$ cat config.mk
export PLATFORM = sky130hd
export DESIGN_NAME = game_timer_ctrl
export DESIGN_NICKNAME = d
export VERILOG_FILES = /design/src/rtl/game_timer_ctrl.sv
export SDC_FILE = /design/constraint.sdc
export NUM_CORES = 1
export LEC_CHECK = 0
export BUFFER_PORTS_ARGS = -buffer_cell sky130_fd_sc_hd__buf_2
export CAP_MARGIN = 25
export CORE_UTILIZATION = 30
export CTS_CLUSTER_SIZE = 8
export DETAILED_ROUTE_END_ITERATION = 10
export PLACE_DENSITY = 0.53
export SETUP_SLACK_MARGIN = 0.5
export SKIP_CTS_REPAIR_TIMING = 1
export SKIP_LAST_GASP = 1
export SLEW_MARGIN = 5
export SYNTH_ARGS = -nofsm -noshare
export SYNTH_HDL_FRONTEND = slang
export SYNTH_SLANG_ARGS = --single-unit
export TNS_END_PERCENT = 5
$ cat constraint.sdc
create_clock -name clkIn -period 4.9 [get_ports clkIn]
set_clock_uncertainty 0.2 [all_clocks]
set_input_delay 0.98 -clock clkIn [delete_from_list [all_inputs] [get_ports clkIn]]
set_output_delay 0.98 -clock clkIn [all_outputs]
set_load 0.1 [all_outputs]
$ cat src/rtl/game_timer_ctrl.sv
// game_timer_ctrl: countdown game timer paced by an external 1 Hz clock.
// Each rising edge of incrementClk becomes a one-cycle tick after a 2-flop
// synchronizer and an edge detector. The FSM (IDLE/RUN/EXPIRED) counts down
// from GAME_TIME. It keeps a binary count and a BCD pair that always agree.
module game_timer_ctrl #(
  parameter int GAME_TIME = 30  // countdown length in seconds, 1..59
) (
  input  logic       clkIn,
  input  logic       reset,
  input  logic       incrementClk,
  input  logic       start,
  input  logic       abort,
  output logic [5:0] time_left,
  output logic [3:0] tens,
  output logic [3:0] ones,
  output logic       running,
  output logic       timer_expired,
  output logic       expire_pulse
);

  typedef enum logic [1:0] {
    ST_IDLE,
    ST_RUN,
    ST_EXPIRED
  } state_t;

  localparam logic [5:0] LP_LOAD = 6'(GAME_TIME);
  localparam logic [3:0] LP_TENS = 4'(GAME_TIME / 10);
  localparam logic [3:0] LP_ONES = 4'(GAME_TIME % 10);

  state_t r_state;
  logic   r_sync1;
  logic   r_sync2;
  logic   r_sync_d;
  logic   w_tick;

  // Synchronize the 1 Hz clock into clkIn and keep the previous value for edge detection.
  // NOTE: flops use non-blocking assignments so every register samples pre-edge values;
  // blocking here would collapse the synchronizer chain into a single stage.
  always_ff @(posedge clkIn or posedge reset) begin
    if (reset) begin
      r_sync1  <= 1'b0;
      r_sync2  <= 1'b0;
      r_sync_d <= 1'b0;
    end else begin
      r_sync1  <= incrementClk;
      r_sync2  <= r_sync1;
      r_sync_d <= r_sync2;
    end
  end

  // The tick is high for one cycle after the synchronized level goes 0 -> 1.
  // The counters act on it at the third clkIn edge after incrementClk rises.
  assign w_tick = r_sync2 & ~r_sync_d;

  // Control FSM. Outputs are registered alongside the state.
  // abort has priority over start, and start has priority over tick.
  always_ff @(posedge clkIn or posedge reset) begin
    if (reset) begin
      r_state       <= ST_IDLE;
      time_left     <= LP_LOAD;
      tens          <= LP_TENS;
      ones          <= LP_ONES;
      running       <= 1'b0;
      timer_expired <= 1'b0;
      expire_pulse  <= 1'b0;
    end else begin
      expire_pulse <= 1'b0;
      case (r_state)
        ST_IDLE: begin
          if (abort) begin
            time_left <= LP_LOAD;
            tens      <= LP_TENS;
            ones      <= LP_ONES;
          end else if (start) begin
            r_state   <= ST_RUN;
            running   <= 1'b1;
            time_left <= LP_LOAD;
            tens      <= LP_TENS;
            ones      <= LP_ONES;
          end
        end

        ST_RUN: begin
          if (abort) begin
            r_state   <= ST_IDLE;
            running   <= 1'b0;
            time_left <= LP_LOAD;
            tens      <= LP_TENS;
            ones      <= LP_ONES;
          end else if (start) begin
            time_left <= LP_LOAD;
            tens      <= LP_TENS;
            ones      <= LP_ONES;
          end else if (w_tick && time_left == 6'd1) begin
            r_state       <= ST_EXPIRED;
            running       <= 1'b0;
            timer_expired <= 1'b1;
            expire_pulse  <= 1'b1;
            time_left     <= 6'd0;
            tens          <= 4'd0;
            ones          <= 4'd0;
          end else if (w_tick && time_left != 6'd0) begin
            time_left <= time_left - 6'd1;
            if (ones == 4'd0) begin
              ones <= 4'd9;
              tens <= tens - 4'd1;
            end else begin
              ones <= ones - 4'd1;
            end
          end
        end

        ST_EXPIRED: begin
          if (abort) begin
            r_state       <= ST_IDLE;
            timer_expired <= 1'b0;
            time_left     <= LP_LOAD;
            tens          <= LP_TENS;
            ones          <= LP_ONES;
          end else if (start) begin
            r_state       <= ST_RUN;
            running       <= 1'b1;
            timer_expired <= 1'b0;
            time_left     <= LP_LOAD;
            tens          <= LP_TENS;
            ones          <= LP_ONES;
          end
        end

        default: begin
          r_state       <= ST_IDLE;
          running       <= 1'b0;
          timer_expired <= 1'b0;
          time_left     <= LP_LOAD;
          tens          <= LP_TENS;
          ones          <= LP_ONES;
        end
      endcase
    end
  end

endmodule

# Word-level counts from Yosys, hierarchy flattened
# Index checks and enable logic that the tools add are counted.
[op_classes] addsub=3 n_eq_ne=15 muxes=46 bitwise=3 n_reduce_logical=11
[op_table] op="$mux W4" n=14
[op_table] op="$mux W6" n=6
[op_table] op="$pmux W4 S2" n=2
[op_table] op="$mux W1" n=14
[op_table] op="$mux W2" n=6
[op_table] op="$pmux W6 S2" n=1
[op_table] op="$ne A2 B2 Y1 const B" n=5
[op_table] op="$ne A5 B5 Y1 const B" n=2
[op_table] op="$ne A3 B3 Y1 const B" n=3
[op_table] op="$sub A4 B1 Y4 const B" n=2
[op_table] op="$eq A6 B1 Y1 const B" n=1
[op_table] op="$pmux W2 S3" n=1
[op_table] op="$reduce_and A3 Y1" n=2
[op_table] op="$reduce_bool A6 Y1" n=1
[op_table] op="$sub A6 B1 Y6 const B" n=1
[op_table] op="$reduce_and A5 Y1" n=1
[op_table] op="$logic_not A4 Y1" n=1
[op_table] op="$reduce_and A4 Y1" n=1
[op_table] op="$ne A3 B1 Y1 const B" n=1
[op_table] op="$pmux W1 S3" n=1
[op_table] op="$eq A2 B1 Y1 const B" n=1
[op_table] op="$eq A2 B2 Y1 const B" n=1
[op_table] op="$logic_and A1 B1 Y1" n=2
[op_table] op="$logic_not A2 Y1" n=1
[op_table] op="6 further kinds" n=7
[word_totals] reg_bits=22 inputBits=5 output_inout_bits=17

# Logic depth before layout (Yosys ltp)
[depth] word_depth=8 ltp_mapped=7

# Worst setup path before layout
# OpenSTA, ideal clock, no wires.
[synth_timing] path_kind="register to register" start="register time_left[0]" end="register tens[3]" setup_time_ns=0.078 arrival_ns=2.465 slack_ns=2.158 path_stages_with_launch=8 path_buffers=1 period_less_slack_ns=2.742 cell_sequence="dfrtp_1 inv_1 ha_1 or4b_4 o211a_1 buf_2 or4b_1 a21oi_1"
[synth_via] elab_chain_len=6 word_cells_on_any_way=11
[synth_lines] element="start: declaration" line="13" text="output logic [5:0] time_left,"
[synth_lines] element="start signal: assignment" line="104" text="time_left <= time_left - 6'd1;"
[synth_lines] element="$eq A6 B1 Y1" line="95" text="end else if (w_tick && time_left == 6'd1) begin"
[synth_lines] element="$logic_and A1 B1 Y1" line="95"
[synth_lines] element="$mux W4" line="95"
[synth_lines] element="$mux W4" line="91" text="end else if (start) begin"
[synth_lines] element="$mux W4" line="85" text="if (abort) begin"
[synth_lines] element="$pmux W4 S2" line="69" text="case (r_state)"
[synth_lines] element="end signal: assignment" line="107" text="tens <= tens - 4'd1;"
[synth_lines] element="end: declaration" line="14" text="output logic [3:0] tens,"
# Parallel ways exist; a longest one is shown, timed or not.
# A chain may end at the register's enable or synchronous reset.

# Final worst setup path
[layout_timing] start="input port abort" end="register ones[2]"
[layout_via] elab_chain_len=2 word_cells_on_any_way=6
[layout_lines] element="start: declaration" line="12" text="input logic abort,"
[layout_lines] element="$ne A5 B5 Y1 (no line), or another cell as far along"
[layout_lines] element="$reduce_and A2 Y1 (no line) or $pmux W4 S2 (tied branches)"
[layout_lines] element="end signal: assignment" line="109" text="ones <= ones - 4'd1;"
[layout_lines] element="end: declaration" line="15" text="output logic [3:0] ones,"
# Parallel ways exist; a longest one is shown, timed or not.

==> flow_summary.ini <==
[status]
status = finished clean

[placed_design]
place_congestion = 0.844
io_buffers = 21
dpl-instance-area_mm2 = 0.00140
placed_cells = 189
hpwl_mm = 2.12

[run]
max_cap_violations = 0

[sta]
tns_ns = 0
finalHoldViolCount = 0
fin_crit_sh = 0.525
rsz0062_at_grt = false
tightest_slew_ns = 0.831
fmax_mhz = 388
setup_viol = 0
period_minus_slack_ns = 2.57
relSlewSlack = 0.445
maxSlewViolCount = 0

[final_layout]
nNetsFinal = 154
design_area_mm2 = 0.00145
layout_common_cells = buf_2, dfrtp_1, inv_1, a21oi_1, nand2_1
layout_commonest_cell = buf_2
stdcell_count = 193
area_growth_pct = 16.9
n_antenna_cell = 0
drive_gt1_frac = 0.294

[logic_synthesis]
synth_nets = 130
seq_area_frac_synth = 0.449
netlist_area_mm2 = 0.00124
synthArstFlopShare = 1.00
synth_largest_area_cell = dfrtp_1
ys_ff_latch = 22
yosys.area.top_type_share = 0.322
ys.warnings.count = 0
syn-mean-instance-area_um2 = 10.4
synth-edff-count = 0
synthCells = 120
synth_ff_type = dfrtp_1
yosysUniqueCellTypes = 44
ys_top_cells_by_area = dfrtp_1, dfstp_2, ha_1

[min_path]
min_path_type = flop to flop

[global_route]
grt_use_met2 = 0.232
grt.overflow.total = 0
grt_pass1_wl_mm = 4.72
grt_max_degree = 23
use_met1 = 0.185
grtUsageTotal = 0.144
met3_usage = 0.0224
antenna_found_initial = 0
grt_pass1_vias = 1003
busiest_layer = met2

[pwr]
peakVddDrop_mv = 0.120
internal_power_uw = 271
powerDensity_mw_per_mm2 = 262
swShare = 0.287
power_frac_seq = 0.504
pwr-share-clk = 0.349
comb_power_share = 0.147
switchingPower_uw = 109
cellLeakagePower_nw = 0.663

[clocking]
ctsLongestPathBuffers = 2
clock-sinks = 22
h-tree-depth = 1
worstSkewPairLatency_ns = 0.26
cts_root_buffer = clkbuf_8
cts_made_buffers = 3
clk_pin_slew_ns = 0.08
cts_tree = yes

[detailed_routing]
first_pass_iters = 5
wl_mm = 2.85
drc = 0
viasPerCell = 5.30
ant_nets = 0
wl_per_cell_um = 14.8
num_vias = 1022
first_iter_violations = 41

[worst_setup_path]
worstPathMaxFanout = 7
cp.arrival_ns = 2.53
cp-end-kind = flop
critPathTopFamily = compound AO/OA/AOI/OAI gates
path_buf_inv = 1
crit_path_top_delay_cell = or4b_4
critical-path-max-stage-delay_ns = 0.56
crit_required_ns = 4.86
path_cells = buf_2, or4b_4, a21oi_2, a21oi_1, a41o_1
path_class = input pin to flop
start_kind = input pin

[die]
dieArea_mm2 = 0.00441
io_pins = 22
die_y_um = 66.4
core.rowCount = 23
chipWidth_um = 66.4
core_mm2 = 0.00400
initial_core_util = 0.311
==> metrics by stage <==
| step | hold slack, ns | power, mW | utilization | setup WS (ns) |
|---|---|---|---|---|
| final | 0.155 | 0.380 | 0.363 | 2.33 |
| after global routing | 0.163 | 0.398 | 0.363 | 2.21 |
| after CTS | 0.160 | 0.385 | 0.363 | 2.35 |
| after detailed placement | 0.140 | 0.252 | 0.350 | 2.05 |
| after global placement | 0.139 | 0.250 | 0.350 | 2.07 |
| after floorplan | 0.131 | 0.239 | - | 2.16 |
==> cell families after synthesis <==
group           share of synthesized area
mux                                0.0342
simple gates                        0.179
compound gates                      0.235
flops                               0.449
fa+ha+maj                          0.0503
buf+inv                            0.0523
==> worst paths after layout <==
check	startpoint	end	slack [ns]	depth (start not counted)
worst max-delay path	abort	ones[2]	2.33	5
worst min-delay path	r_sync1	r_sync2	0.15	0
worst max register to register	time_left[0]	ones[2]	2.52	6
worst min register to register	r_sync1	r_sync2	0.15	0
max in group asynchronous	reset	r_state[0]	3.32	2
min in group asynchronous	reset	expire_pulse	0.66	2
==> Yosys cell counts, types with 2 or more instances <==
cell type and number:
a211oi_1 3, a21oi_1 10, a31oi_1 2, dfrtp_1 16
dfstp_2 6, ha_1 5, inv_1 14, mux2_1 2
mux2i_1 2, nand2_1 10, nor2_1 7, o21ai_0 5
o2bb2ai_1 2, o31ai_1 2, o41ai_1 2, or3_1 3
or4b_4 2
==> layer usage <==
| layer | routed length (um) | part of all wire | vias to the layer above |
|---|---|---|---|
| li1 | - | - | 489 |
| met1 | 1330 | 0.47 | 495 |
| met2 | 1320 | 0.46 | 32 |
| met3 | 137 | 0.048 | 6 |
| met4 | 71 | 0.025 | 0 |
| met5 | 0 | 0 | - |
==> cell type report <==
cell class	instances	area (um^2)
clock buffer	4	55.1
fill	408	2550
inverter	14	52.6
multi-input combinational	82	621
sequential	22	558
tap	50	62.6
timing repair buffer	21	105
==> power by group through the flow <==
stage	sequential, mW	combinational, mW	clock [mW]
after detailed placement	0.195	0.0565	0
after global placement	0.195	0.0554	0
final	0.192	0.0560	0.133
after floorplan	0.216	0.0233	0
after CTS	0.192	0.0566	0.137
after global routing	0.192	0.0603	0.145
==> sequential cells by signal, summed over array words and instances, names as in the netlist <==
register,count
expire_pulse,1
running,1
timer_expired,1
r_sync1,1
r_state,2
tens,4
r_sync2,1
r_sync_d,1
ones,4
time_left,6
No activity file was read; power rests on OpenSTA's default activity.
